File: src/rtl/spi_receptor_bits_pkg.sv
// Shared types and constants for the SPI frame receiver.
// Optional feature macro: SPI_RX_PARITY_EN (adds one trailing odd-parity bit per frame).
package spi_pkg;

  typedef enum logic [1:0] {
    IDLE,
    RECV,
    DONE
  } rx_state_t;

  localparam int DATA_BITS_DEF = 10;
  localparam int SYNC_DEPTH    = 2;

`ifdef SPI_RX_PARITY_EN
  localparam int PARITY_BITS = 1;
`else
  localparam int PARITY_BITS = 0;
`endif

endpackage

File: src/rtl/spi_receptor_bits_if.sv
// Receive-side handshake bundle between the SPI frame receiver and the core.
interface spi_receptor_bits_if #(
  parameter int DATA_BITS = spi_pkg::DATA_BITS_DEF
) ();

  logic [DATA_BITS-1:0] rx_data;
  logic                 rx_valid;
  logic                 rx_ready;
  logic                 frame_err;
  logic                 overrun;
  logic                 parity_err;

  modport master (
    output rx_data,
    output rx_valid,
    output frame_err,
    output overrun,
    output parity_err,
    input  rx_ready
  );

  modport slave (
    input  rx_data,
    input  rx_valid,
    input  frame_err,
    input  overrun,
    input  parity_err,
    output rx_ready
  );

endinterface

File: src/rtl/spi_receptor_bits_sync_edge.sv
// Multi-flop synchroniser for asynchronous pins plus rising-edge detect on one of them.
module spi_sync_edge
  import spi_pkg::*;
#(
  parameter int NDATA = 2
) (
  input  logic             clk,
  input  logic             rst,
  input  logic             i_edge_async,
  input  logic [NDATA-1:0] i_async,
  output logic             o_rise,
  output logic [NDATA-1:0] o_sync
);

  logic [NDATA:0] r_sync [SYNC_DEPTH];
  logic           r_prev;
  logic [NDATA:0] w_out;

  always_ff @(posedge clk or negedge rst) begin
    if (!rst) begin
      for (int unsigned i = 0; i < SYNC_DEPTH; i++) r_sync[i] <= '0;
      r_prev <= 1'b0;
    end else begin
      r_sync[0] <= {i_async, i_edge_async};
      for (int unsigned i = 1; i < SYNC_DEPTH; i++) r_sync[i] <= r_sync[i-1];
      r_prev <= r_sync[SYNC_DEPTH-1][0];
    end
  end

  // Data channels leave at the same stage as the edge so sampled bits align with o_rise.
  assign w_out  = r_sync[SYNC_DEPTH-1];
  assign o_rise = w_out[0] & ~r_prev;
  assign o_sync = w_out[NDATA:1];

endmodule

File: src/rtl/spi_receptor_bits.sv
// SPI slave frame receiver: syncs pins, shifts mosi MSB-first, hands frames over valid/ready.
// Optional feature macro: SPI_RX_PARITY_EN (trailing odd-parity bit, parity_err pulse).
module spi_receptor_bits
  import spi_pkg::*;
#(
  parameter int DATA_BITS = DATA_BITS_DEF,
  parameter int CNT_W     = 4
) (
  input  logic                clk,
  input  logic                rst,
  input  logic                sclk,
  input  logic                cs_n,
  input  logic                mosi,
  spi_receptor_bits_if.master rx
);

  localparam int FRAME_BITS = DATA_BITS + PARITY_BITS;

  rx_state_t              r_state, w_state_n;
  logic [CNT_W-1:0]       r_cnt, w_cnt_n, w_cnt_inc;
  logic [FRAME_BITS-1:0]  r_shreg, w_shreg_n;
  logic [DATA_BITS-1:0]   r_data, w_data_n;
  logic                   r_valid, w_valid_n;
  logic                   r_ovr, w_ovr_n;
  logic                   r_ferr, w_ferr_n;
  logic                   w_load;
  logic                   w_rise, w_cs_n, w_mosi;
  logic [1:0]             w_sync;

  spi_sync_edge #(.NDATA(2)) u_sync (
    .clk          (clk),
    .rst          (rst),
    .i_edge_async (sclk),
    .i_async      ({mosi, cs_n}),
    .o_rise       (w_rise),
    .o_sync       (w_sync)
  );

  assign w_cs_n    = w_sync[0];
  assign w_mosi    = w_sync[1];
  assign w_cnt_inc = r_cnt + CNT_W'(1);

  always_ff @(posedge clk or negedge rst) begin
    if (!rst) begin
      r_state <= IDLE;
      r_cnt   <= '0;
      r_shreg <= '0;
      r_data  <= '0;
      r_valid <= 1'b0;
      r_ovr   <= 1'b0;
      r_ferr  <= 1'b0;
    end else begin
      r_state <= w_state_n;
      r_cnt   <= w_cnt_n;
      r_shreg <= w_shreg_n;
      r_data  <= w_data_n;
      r_valid <= w_valid_n;
      r_ovr   <= w_ovr_n;
      r_ferr  <= w_ferr_n;
    end
  end

  always_comb begin
    w_state_n = r_state;
    w_cnt_n   = r_cnt;
    w_shreg_n = r_shreg;
    w_data_n  = r_data;
    w_valid_n = r_valid;
    w_ovr_n   = r_ovr;
    w_ferr_n  = 1'b0;
    w_load    = 1'b0;

    if (r_valid && rx.rx_ready) begin
      w_valid_n = 1'b0;
      w_ovr_n   = 1'b0;
    end

    unique case (r_state)
      IDLE: begin
        w_cnt_n = '0;
        if (!w_cs_n) w_state_n = RECV;
      end
      RECV: begin
        if (w_cs_n) begin
          // cs_n high with no bits yet is the normal end after a back-to-back frame
          w_ferr_n  = (r_cnt != '0);
          w_cnt_n   = '0;
          w_state_n = IDLE;
        end else if (w_rise) begin
          w_shreg_n = {r_shreg[FRAME_BITS-2:0], w_mosi};
          w_cnt_n   = w_cnt_inc;
          if (w_cnt_inc == CNT_W'(FRAME_BITS)) w_state_n = DONE;
        end
      end
      DONE: begin
        w_cnt_n = '0;
        if (!r_valid || rx.rx_ready) begin
          w_load    = 1'b1;
          w_data_n  = r_shreg[FRAME_BITS-1 -: DATA_BITS];
          w_valid_n = 1'b1;
        end else begin
          w_ovr_n = 1'b1;
        end
        w_state_n = w_cs_n ? IDLE : RECV;
      end
      default: w_state_n = IDLE;
    endcase
  end

`ifdef SPI_RX_PARITY_EN
  logic r_perr;

  always_ff @(posedge clk or negedge rst) begin
    if (!rst) r_perr <= 1'b0;
    else      r_perr <= w_load & ~(^r_shreg);
  end

  assign rx.parity_err = r_perr;
`else
  assign rx.parity_err = 1'b0;
`endif

  assign rx.rx_data   = r_data;
  assign rx.rx_valid  = r_valid;
  assign rx.overrun   = r_ovr;
  assign rx.frame_err = r_ferr;

endmodule

File: src/flat_wrapper.sv
// flat-port wrapper written by rule: the top's interface ports become plain ports
module spi_receptor_bits_flat import spi_pkg::*;
#(
  parameter int DATA_BITS = DATA_BITS_DEF,
  parameter int CNT_W     = 4
)
  (clk, rst, sclk, cs_n, mosi, rx_rx_data, rx_rx_valid, rx_frame_err, rx_overrun, rx_parity_err, rx_rx_ready);
  spi_receptor_bits_if #(.DATA_BITS(DATA_BITS)) rx_i ();
  input  logic clk;
  input  logic rst;
  input  logic sclk;
  input  logic cs_n;
  input  logic mosi;
  output wire logic [$bits(rx_i.rx_data)-1:0] rx_rx_data;
  output wire logic [$bits(rx_i.rx_valid)-1:0] rx_rx_valid;
  output wire logic [$bits(rx_i.frame_err)-1:0] rx_frame_err;
  output wire logic [$bits(rx_i.overrun)-1:0] rx_overrun;
  output wire logic [$bits(rx_i.parity_err)-1:0] rx_parity_err;
  input wire logic [$bits(rx_i.rx_ready)-1:0] rx_rx_ready;
  assign rx_rx_data = rx_i.rx_data;
  assign rx_rx_valid = rx_i.rx_valid;
  assign rx_frame_err = rx_i.frame_err;
  assign rx_overrun = rx_i.overrun;
  assign rx_parity_err = rx_i.parity_err;
  assign rx_i.rx_ready = rx_rx_ready;
  spi_receptor_bits #(.DATA_BITS(DATA_BITS), .CNT_W(CNT_W)) u_core (.clk(clk), .rst(rst), .sclk(sclk), .cs_n(cs_n), .mosi(mosi), .rx(rx_i));
endmodule
File: config.mk
export PLATFORM = sky130hd
export DESIGN_NAME = spi_receptor_bits_flat
export DESIGN_NICKNAME = d
export VERILOG_FILES = /design/src/rtl/spi_receptor_bits_pkg.sv /design/src/rtl/spi_receptor_bits_if.sv /design/src/rtl/spi_receptor_bits_sync_edge.sv /design/src/rtl/spi_receptor_bits.sv /design/src/flat_wrapper.sv
export SDC_FILE = /design/constraint.sdc
export NUM_CORES = 1
export LEC_CHECK = 0
export ABC_CLOCK_PERIOD_IN_PS = 2200
export BUFFER_PORTS_ARGS = -buffer_cell sky130_fd_sc_hd__buf_4
export CAP_MARGIN = 0
export CORE_AREA = 2 2 58 60
export DETAILED_ROUTE_END_ITERATION = 12
export DIE_AREA = 0 0 60 62
export GPL_TIMING_DRIVEN = 0
export PLACE_DENSITY = 0.68
export SYNTH_ARGS = -nofsm -noshare
export SYNTH_HDL_FRONTEND = slang
export SYNTH_SLANG_ARGS = --single-unit
File: constraint.sdc
create_clock -name clk -period 2.2 [get_ports clk]
set_input_delay 0.44 -clock clk [delete_from_list [all_inputs] [get_ports clk]]
set_output_delay 0.44 -clock clk [all_outputs]
set_load 0.02 [all_outputs]
Word-level counts from Yosys, hierarchy flattened. Cells that the tools add are included. Widths: inputs -> output; s select.

Register bits after elaboration: 36. Input port bits: 6. Logic and storage cells: 48.

Add/subtract/negate cells: 1. Equal/unequal tests: 6. Mux-type cells: 17. Bitwise gates (word level): 3. Reduce and logical (&&, ||, !) cells: 11.

Operators by type and width (number): $mux 1 (9); $mux 2 (4); $mux 4 (2); $pmux 4 s2 (1); $pmux 2 s3 (1); $reduce_and 3->1 (2); $add 4x1->4 const B (1); $eq 4x4->1 const B (1); $reduce_and 2->1 (2); $reduce_bool 4->1 (1); $ne 3x2->1 const B (1); $ne 3x3->1 const B (1); $eq 2x1->1 const B (1); $eq 2x2->1 const B (1); $logic_not 2->1 (1); $ne 2x2->1 const B (1); $not 1->1 (2); $reduce_bool 2->1 (1); $reduce_or 2->1 (1); $and 1x1->1 (1); $logic_and 1x1->1 (1); $logic_not 1->1 (1); $logic_or 1x1->1 (1).

Depth between registers and ports, before layout. Gate-level depths: netlist of run 1.

Word-level depth: 6. Depth in mapped cells: 6.

Cells and area by module. From an unflattened synthesis of run 1, not the netlist that was laid out.

Cells, all modules: 108. Area total of the unflattened synthesis: 1490.2 um^2.

By module, submodules not included: spi_receptor_bits (instances 1, cells an instance 98, area each 1286.2 um^2, seq. area each 725.7 um^2); spi_sync_edge (instances 1, cells an instance 10, area each 203.9 um^2, seq. area each 175.2 um^2).

Least setup slack after synthesis of run 1. Ideal clock, no wire load.

Kind: register -> register. From: reg u_core.u_sync.r_sync (netlist bit u_core.u_sync.w_out[1]). To: reg u_core.r_shreg[0]. Setup time: 0.125 ns. Data arrival time: 1.492 ns. Path slack: 0.583 ns. Cell stages (with the launch flop): 5. Path buffers: 2. Period minus slack after synthesis: 1.617 ns. Cells stage by stage: dfrtp_1 clkbuf_1 or4_4 buf_6 mux2_4.

Word-level cells in the longest chain between the ends: 2.

Ends and longest elaborated chain: start, declared (RTL line spi_receptor_bits_sync_edge.sv:15) `logic [NDATA:0] r_sync [SYNC_DEPTH];`; $not 1->1 (no source line); $reduce_and 3->1 (no source line); end signal, assigned (RTL line spi_receptor_bits.sv:55) `r_shreg <= w_shreg_n;`; end, declared (RTL line spi_receptor_bits.sv:21) `logic [FRAME_BITS-1:0] r_shreg, w_shreg_n;`.

No other way between the ends. A chain may end at the register's enable or synchronous reset.

Final worst setup path of run 1.
From: reg u_core.u_sync.r_sync (netlist bit u_core.u_sync.w_out[1]). To: reg u_core.r_shreg[2].

Same word-level chain as after synthesis.

==> flow_metrics.py, run 1 <==
metrics = {
    "cts": {
        "cts_buffer_depth": 2,
        "cts_buffers": 5,
        "insertion_delay_ns": 0.33,
        "root_buffer": "clkbuf_4",
        "ctsHoldBuffers": 0,
        "clock-sinks": 36,
        "post_cts.repair.setup_buffers": 0,
        "cts_tree": "yes",
        "cts.repair.resized": 0,
        "path_clk_slew_ns": 0.10,
        "ctsHtreeMaxLevel": 2,
    },
    "global_routing": {
        "grt_first_pass_wirelength_um": 3520,
        "track_usage": 0.131,
        "grt_remaining_overflow": 0,
        "antenna_found_initial": 0,
        "grt_pass1_vias": 792,
        "grt_max_degree": 37,
    },
    "drt": {
        "vias_per_cell": 4.81,
        "drc": 0,
        "avgRoutedWirePerCell_um": 12.6,
        "dr.pass1.iters": 2,
        "ant_nets": 0,
        "routed_wl_um": 2230,
        "num_vias": 846,
        "drt_iter0_markers": 16,
    },
    "power_and_ir_drop": {
        "pwr_density_cell_nw_per_um2": 676,
        "pwr-share-seq": 0.640,
        "ir_worst_vdd_mv": 0.556,
        "combPwrFrac": 0.090,
        "clkPwrFrac": 0.270,
        "intPower_w": 0.000889,
        "p_sw_w": 0.000267,
        "leakagePower_nw": 0.852,
        "power_w": 0.00116,
        "p_sw_frac": 0.231,
    },
    "worst_setup_path": {
        "crit_chain": "clkbuf_1 > or4_4 > buf_6 > mux2_4",
        "max_stage_delay_ns": 0.58,
        "startpoint": "u_core.u_sync.w_out[1]",
        "criticalPathCategory": "flop to flop",
        "worst_setup_path_start_kind": "flop",
        "required_ns": 2.42,
        "arrival_ns": 1.96,
        "regToRegStartpoint": "u_core.u_sync.w_out[1]",
        "cp_slowest_cell": "or4_4",
        "crit_buf_inv": 2,
        "crit_fanout": 10,
        "end_kind": "flop",
        "crit_family": "simple AND/OR/NAND/NOR gates",
    },
    "run": {
        "maxCapViolations": 0,
    },
    "timing": {
        "setup_violations": 0,
        "worst-slew-pin-transition_ns": 0.594,
        "tns_ns": 0,
        "rsz0062_at_grt": "false",
        "fin_crit_sh": 0.792,
        "fin_worst_skew_ns": 0.00513,
        "report.final.slew_viol_count": 0,
        "finalHoldViolCount": 0,
        "period_needed_ns": 1.74,
        "fmax_ghz": 0.574,
        "slew_headroom": 0.604,
    },
    "synth": {
        "synth_top_area_frac": 0.612,
        "synthTopCellsByArea": "dfrtp_1 (61%), mux2_4 (10%), mux2_2 (7.7%)",
        "ys_ff_latch": 36,
        "synth_cells": 105,
        "synth_cell_type_count": 31,
        "synth_seq_area_share": 0.612,
        "syn_area_per_cell_um2": 14.0,
        "synthesis.area_um2": 1470,
        "yosysTopAreaCell": "dfrtp_1",
        "synth_warnings": 0,
        "synth_fp_nets": 114,
    },
    "die": {
        "die_area_um2": 3720,
        "core_um2": 3180,
        "row_count": 21,
        "die_h_um": 62,
        "initial_core_util": 0.463,
        "die_w_um": 60,
        "io_pins": 20,
    },
    "placement": {
        "io_buffers": 18,
        "place_congestion": 0.786,
        "hpwl_um": 1530,
    },
    "final_layout": {
        "n_fill_cell": 274,
        "syn_to_final_growth_pct": 16.2,
        "diodes": 0,
        "seqCellArea_um2": 901,
        "nets": 139,
        "drive_above_1_share": 0.377,
        "multi_input_area_um2": 526,
    },
    "worst_hold_path": {
        "hold_class": "input pin to async pin",
    },
    "outcome": {
        "outcome": "finished, final reports clean",
    },
}
[cell type report]
cell class | instances | area share
Multi-Input combinational cell | 60 | 0.307
Clock inverter | 1 | 0.00293
Sequential cell | 36 | 0.527
Timing Repair Buffer | 18 | 0.0790
Tap cell | 46 | 0.0337
Inverter | 5 | 0.0110
Clock buffer | 6 | 0.0241
Buffer | 4 | 0.0154
[flip-flops by register name, indices dropped and copies added (netlist names)]
name,flops
u_core.u_sync.r_sync,3
u_core.r_cnt,4
u_core.rx.rx_data,10
u_core.u_sync.w_out,3
u_core.rx.overrun,1
u_core.r_state,2
u_core.r_shreg,10
u_core.rx.rx_valid,1
u_core.rx.frame_err,1
u_core.u_sync.r_prev,1
[stage by stage]
stage	setup slack, ns	hold WS, ns	std cells	instance area (um^2)	utilization
5_1_grt	0.390	0.0548	176	1710	0.538
3_3_place_gp	0.497	0.332	169	1660	0.523
6_report	0.457	0.0425	176	1710	0.538
3_5_place_dp	0.465	0.335	169	1660	0.523
4_1_cts	0.448	0.0470	176	1710	0.538
2_1_floorplan	0.583	0.144	105	1470	-
[cell usage in the layout (no fill, tap or decap), types with 2 or more instances in the layout]
cell,count
dfrtp_1,36
buf_4,19
mux2_2,10
mux2_4,10
nor2_1,5
clkbuf_4,5
inv_1,4
nand2_1,4
a21oi_1,4
clkbuf_1,3
o21ai_0,3
ha_1,3
a211oi_1,2
or4_1,2
nand3_1,2
[cells by family after synthesis]
kind of cell	share of synthesized area
flip-flops	0.612
AO/OA/AOI/OAI	0.0604
buffers and inverters	0.0306
XOR/XNOR	0.0119
AND/OR/NAND/NOR	0.0714
other	0.00255
adder cells (fa/ha/maj)	0.0255
multiplexers	0.185
[Yosys cell counts]
master and number:
a211oi_1 2, a21o_1 1, a21oi_1 4, a21oi_2 1, a2bb2oi_1 1, a31oi_1 1, buf_4 1, buf_6 1
clkbuf_1 2, conb_1 1, dfrtp_1 36, ha_1 3, inv_1 4, inv_2 1, mux2_2 10, mux2_4 10
mux2i_1 1, nand2_1 4, nand2b_1 1, nand3_1 2, nand4_1 1, nor2_1 5, nor2b_1 1, nor4_1 1
nor4bb_1 1, o21ai_0 3, o31ai_1 1, or4_1 2, or4_4 1, xnor2_1 1, xor2_1 1
[metal layers]
metal	share of wire	vias up	global-route usage
met4	0.0022	0	0.0381
li1	-	415	-
met1	0.46	412	0.172
met2	0.49	17	0.196
met3	0.047	2	0.0621
met5	0	-	0
[worst register-to-register path: cells and delay by family (launching register included)]
kind / cells / cell delay [ns]
flip-flops: 1 / 0.37
AND/OR/NAND/NOR: 1 / 0.58
multiplexers: 1 / 0.30
buffers and inverters: 2 / 0.38
[path summary, 6_finish.rpt]
path,to,slack [ns],cells after the start
setup / recovery,u_core.r_shreg[2],0.46,4
hold / removal,u_core.rx.rx_data[7],0.04,1
setup reg to reg,u_core.r_shreg[2],0.46,4
hold reg to reg,u_core.u_sync.w_out[1],0.35,0
max in group asynchronous,u_core.u_sync.r_prev,1.85,1
min in group clk,u_core.u_sync.r_sync[3],0.22,1
[power groups by stage]
| stage | Sequential, W | Combinational, W | Clock [W] |
|---|---|---|---|
| after floorplan | 0.000745 | 0.0000729 | 0 |
| after global placement | 0.000750 | 0.000102 | 0 |
| after detailed placement | 0.000752 | 0.000105 | 0 |
| after CTS | 0.000740 | 0.000106 | 0.000329 |
| after global routing | 0.000746 | 0.000115 | 0.000355 |
| final | 0.000740 | 0.000104 | 0.000312 |
Note: power is estimated with default switching activity, not from simulation.
==> inputs of run 2 (changes only) <==
- ABC_CLOCK_PERIOD_IN_PS: 2200 -> 1800
- clock period: 2.2 -> 1.8 ns (I/O delays scaled with it)
==> run 2 against run 1 <==
  * Utilization up 0.20 points
  * Sequential power up 23%
  * Cell area up 0.37%
  * Worst hold slack better by 0.095 ns
  * Power up 22%
  * Largest cell class unchanged
  * Clock-buffer cell count unchanged
  * Register-to-register slack worse by 0.31 ns
  * Critical path type unchanged
  * Sequential share of layout area down 0.19 points
==> flow_metrics.py, run 2 (synthesis gave the netlist of run 1 again) <==
metrics = {
    "power_and_ir_drop": {
        "clkPwrFrac": 0.270,
        "p_sw_frac": 0.231,
        "pwr_density_cell_nw_per_um2": 823,
        "pwr-share-seq": 0.642,
        "combPwrFrac": 0.089,
        "ir_worst_vdd_mv": 0.678,
        "leakagePower_nw": 0.855,
        "intPower_w": 0.00109,
        "p_sw_w": 0.000326,
    },
    "worst_hold_path": {
        "hold_class": "input pin to flop",
        "min_path_cells": 1,
        "min_delay_worst_endpoint": "u_core.u_sync.r_sync[3]",
        "hp-start": "sclk",
    },
    "worst_setup_path": {
        "regToRegStartpoint": "u_core.r_state[0]",
        "rr_endpoint": "u_core.rx.rx_data[0]",
        "arrival_ns": 1.87,
        "cp_slowest_cell": "a21oi_2",
        "worst_setup_path_start_kind": "flop",
        "end_kind": "flop",
        "regToRegSetupSlack_ns": 0.15,
        "criticalPathCategory": "flop to flop",
        "required_ns": 2.01,
        "reg2reg_depth": 4,
        "worstSetupPathDepth": 4,
        "crit_fanout": 10,
        "startpoint": "u_core.r_state[0]",
        "crit_buf_inv": 1,
        "crit_chain": "inv_2 > nand2_1 > a21oi_2 > mux2_2",
        "max_stage_delay_ns": 0.46,
        "crit_family": "compound AO/OA/AOI/OAI gates",
    },
    "die": {
        "core_um2": 3180,
        "row_count": 21,
        "io_pins": 20,
        "initial_core_util": 0.463,
        "die_area_um2": 3720,
        "die_h_um": 62,
        "die_w_um": 60,
    },
    "drt": {
        "drt_iter0_markers": 4,
        "num_vias": 851,
        "vias_per_cell": 4.84,
        "ant_nets": 0,
        "drc": 0,
        "avgRoutedWirePerCell_um": 12.7,
        "routed_wl_um": 2230,
        "dr.pass1.iters": 2,
    },
    "placement": {
        "hpwl_um": 1530,
        "place_congestion": 0.786,
        "place_ws_ns": 0.0649,
        "io_buffers": 18,
    },
    "cts": {
        "cts_buffer_depth": 2,
        "cts_buffers": 5,
        "cts.repair.resized": 0,
        "cts_tree": "yes",
        "insertion_delay_ns": 0.33,
        "root_buffer": "clkbuf_4",
        "path_clk_slew_ns": 0.09,
        "ctsHtreeMaxLevel": 2,
        "clock-sinks": 36,
    },
    "timing": {
        "fmax_ghz": 0.606,
        "setup_violations": 0,
        "finalHoldViolCount": 0,
        "period_needed_ns": 1.65,
        "fin_worst_skew_ns": 0.00563,
        "rsz0062_at_grt": "false",
        "report.final.slew_viol_count": 0,
        "worst-slew-pin-transition_ns": 0.589,
        "fin_crit_sh": 0.917,
        "slew_headroom": 0.607,
        "tns_ns": 0,
        "postLayoutSetupSlackWorst_ns": 0.149,
    },
    "final_layout": {
        "final_util": 0.540,
        "nets": 139,
        "syn_to_final_growth_pct": 16.7,
        "diodes": 0,
        "drive_above_1_share": 0.377,
        "final_common_cell": "dfrtp_1",
        "final_cell_mix": "dfrtp_1 (36), buf_4 (19), mux2_2 (10), mux2_4 (10)",
    },
    "global_routing": {
        "grt_pass1_vias": 805,
        "grt_first_pass_wirelength_um": 3570,
        "antenna_found_initial": 0,
        "grt_remaining_overflow": 0,
        "grt_max_degree": 37,
        "track_usage": 0.133,
    },
    "run": {
        "maxCapViolations": 0,
    },
    "outcome": {
        "outcome": "finished, final reports clean",
    },
}
==> run 2: metal layers <==
metal	global-route usage	share of wire
met5	0	0
met1	0.174	0.45
met4	0.0381	0.0022
met2	0.199	0.50
met3	0.0621	0.047
==> run 2: layout make-up <==
type / count / area (um^2)
inverter: 5 / 18.8
clock inverter: 1 / 5.00
sequential: 36 / 901
buffer: 3 / 22.5
multi-input combinational: 60 / 526
clock buffer: 6 / 41.3
timing repair buffer: 19 / 145
fill: 272 / 1460
tap: 46 / 57.6
==> run 2: metrics by stage <==
| step | hold slack [ns] | total power, W | cell area [um^2] | instances |
|---|---|---|---|---|
| 2_1_floorplan | 0.0644 | 0.000999 | 1470 | 105 |
| 3_3_place_gp | 0.332 | 0.00104 | 1660 | 169 |
| 3_5_place_dp | 0.335 | 0.00105 | 1660 | 169 |
| 4_1_cts | 0.119 | 0.00144 | 1720 | 177 |
| 5_1_grt | 0.100 | 0.00149 | 1720 | 176 |
| 6_report | 0.138 | 0.00141 | 1720 | 176 |
==> run 2: timing repair <==
| item | CTS | global route |
|---|---|---|
| setup buffers | 0 | 0 |
| hold buffers | 1 | 0 |
| endpoints found under the hold margin | 36 | 0 |
| endpoints found under the setup margin | 0 | 5 |
==> run 2: worst max-delay path by stage <==
stage | endpoint | slack [ns]
CTS | u_core.r_shreg[2] | 0.05
global placement | u_core.r_shreg[2] | 0.1
floorplan | u_core.r_shreg[0] | 0.18
finish | u_core.rx.rx_data[0] | 0.15
detailed placement | u_core.r_shreg[2] | 0.06
global route | u_core.rx.rx_data[3] | 0.05
==> run 2: worst reg2reg max path, stage by stage, from the launching register on <==
cell and delay (ns):
dfrtp_1 0.44, inv_2 0.15, nand2_1 0.10, a21oi_2 0.46
mux2_2 0.40
==> run 2: power by group through the flow <==
stage          registers, W  clock network, W  logic (W)
2_1_floorplan      0.000910                 0  0.0000891
3_3_place_gp       0.000917                 0   0.000125
5_1_grt            0.000915          0.000434   0.000139
3_5_place_dp       0.000920                 0   0.000128
6_report           0.000907          0.000381   0.000126
4_1_cts            0.000905          0.000402   0.000132
==> inputs of run 3 (changes only) <==
- CORE_AREA: 2 2 58 60 -> 2 2 80 82
- CTS_BUF_LIST: not set -> sky130_fd_sc_hd__clkbuf_4 sky130_fd_sc_hd__clkbuf_8
- DIE_AREA: 0 0 60 62 -> 0 0 82 84
- GPL_TIMING_DRIVEN: 0 -> not set
- PLACE_DENSITY: 0.68 -> not set
==> run 3 against run 2 <==
  * Setup slack worse by 0.0022 ns
  * First-iteration DRC count grew to 19 times the previous value
  * Via count is 1.6% higher
  * Non-clock buffer count is 1 lower
  * Die area is 85% higher
  * Register-to-register slack hardly changed
  * Clock power is 85% higher
  * Sequential share of layout area is 2.7 points lower
  * Combinational power hardly changed
  * Clock skew is 0.0013 ns higher
  * Critical endpoint is now u_core.r_shreg[5]
  * Largest cell class unchanged
==> flow_metrics.py, run 3 (synthesis gave the netlist of run 1 again) <==
metrics = {
    "die": {
        "row_count": 29,
        "die_w_um": 82,
        "die_area_um2": 6890,
        "initial_core_util": 0.241,
        "core_um2": 6100,
        "io_pins": 20,
        "die_h_um": 84,
    },
    "outcome": {
        "outcome": "finished, final reports clean",
    },
    "timing": {
        "setup_violations": 0,
        "rsz0062_at_grt": "false",
        "report.final.slew_viol_count": 0,
        "tns_ns": 0,
        "fin_worst_skew_ns": 0.00688,
        "fin_crit_sh": 0.918,
        "finalHoldViolCount": 0,
        "period_needed_ns": 1.65,
        "fmax_ghz": 0.605,
    },
    "worst_setup_path": {
        "criticalPathCategory": "flop to flop",
        "crit_buf_inv": 1,
        "end_kind": "flop",
        "regToRegSetupSlack_ns": 0.15,
        "crit_fanout": 10,
        "arrival_ns": 1.82,
        "crit_family": "simple AND/OR/NAND/NOR gates",
        "worst_setup_path_start_kind": "flop",
        "crit_chain": "inv_2 > or4_4 > mux2_4",
        "required_ns": 1.96,
        "max_stage_delay_ns": 0.65,
        "cp_slowest_cell": "or4_4",
    },
    "drt": {
        "vias_per_cell": 4.18,
        "ant_nets": 0,
        "drc": 0,
        "num_vias": 865,
        "avgRoutedWirePerCell_um": 12.1,
        "routed_wl_um": 2510,
        "drt_iter0_markers": 77,
        "dr.pass1.iters": 4,
    },
    "final_layout": {
        "drive_above_1_share": 0.400,
        "diodes": 0,
        "final_cell_mix": "dfrtp_1 (36), buf_4 (21), mux2_2 (10), mux2_4 (10)",
        "final_common_cell": "dfrtp_1",
        "final_util": 0.297,
        "syn_to_final_growth_pct": 23.0,
        "fin_area_um2": 1810,
        "nets": 138,
    },
    "cts": {
        "post_cts.repair.setup_buffers": 0,
        "cts_tree": "yes",
        "path_clk_slew_ns": 0.07,
        "cts.repair.resized": 0,
        "clock-sinks": 36,
        "cts_buffers": 5,
        "cts_buffer_depth": 2,
        "insertion_delay_ns": 0.28,
        "root_buffer": "clkbuf_8",
        "ctsHtreeMaxLevel": 2,
        "ctsHoldBuffers": 0,
    },
    "placement": {
        "postPlaceCellArea_um2": 1700,
        "io_buffers": 18,
        "place_congestion": 0.755,
    },
    "worst_hold_path": {
        "hold_class": "input pin to async pin",
    },
    "run": {
        "maxCapViolations": 0,
    },
    "power_and_ir_drop": {
        "ir_worst_vdd_mv": 0.307,
        "power_w": 0.00174,
        "leakagePower_nw": 0.884,
        "pwr_density_cell_nw_per_um2": 958,
    },
    "global_routing": {
        "grt_pass1_vias": 878,
        "track_usage": 0.0821,
        "grt_max_degree": 37,
        "grt_first_pass_wirelength_um": 4230,
        "antenna_found_initial": 0,
        "grt_remaining_overflow": 0,
    },
}
-- run 3: layer usage --
layer / share of wire / global-route usage / up-vias
met2: 0.44 / 0.112 / 21
met5: 0 / 0 / -
met4: 0.014 / 0.0455 / 0
li1: - / - / 413
met3: 0.059 / 0.0303 / 2
met1: 0.49 / 0.110 / 429
-- run 3: stage by stage --
stage	hold WS [ns]	instances	worst slack (ns)
2_1_floorplan	0.0644	105	0.183
5_1_grt	0.0521	207	0.101
3_3_place_gp	0.334	199	0.181
3_5_place_dp	0.335	199	0.171
4_1_cts	0.0328	207	0.144
6_report	0.0199	207	0.147
-- run 3: final timing paths --
path | start | end | cells past startpoint
setup reg to reg | u_core.r_state[0] | u_core.r_shreg[5] | 3
hold / removal | rst | u_core.r_shreg[0] | 1
hold reg to reg | u_core.u_sync.r_sync[4] | u_core.u_sync.w_out[1] | 0
max in group asynchronous | rst | u_core.r_shreg[6] | 1
min in group clk | mosi | u_core.u_sync.r_sync[5] | 1
setup / recovery | u_core.r_state[0] | u_core.r_shreg[5] | 3
-- run 3: layout make-up --
type / count / area, um^2
fillers: 616 / 4290
flip-flops and latches: 36 / 901
multi-input cells: 60 / 526
repair buffers: 21 / 158
well taps: 77 / 96.3
clock buffers: 6 / 76.3
clock inverters: 2 / 35.0
inverters: 5 / 18.8
-- run 3: report_power, final --
part	switching (W)	internal (W)
combinational	0.0000457	0.0000776
sequential	0.0000431	0.000864
clock	0.000279	0.000426
total	0.000368	0.00137
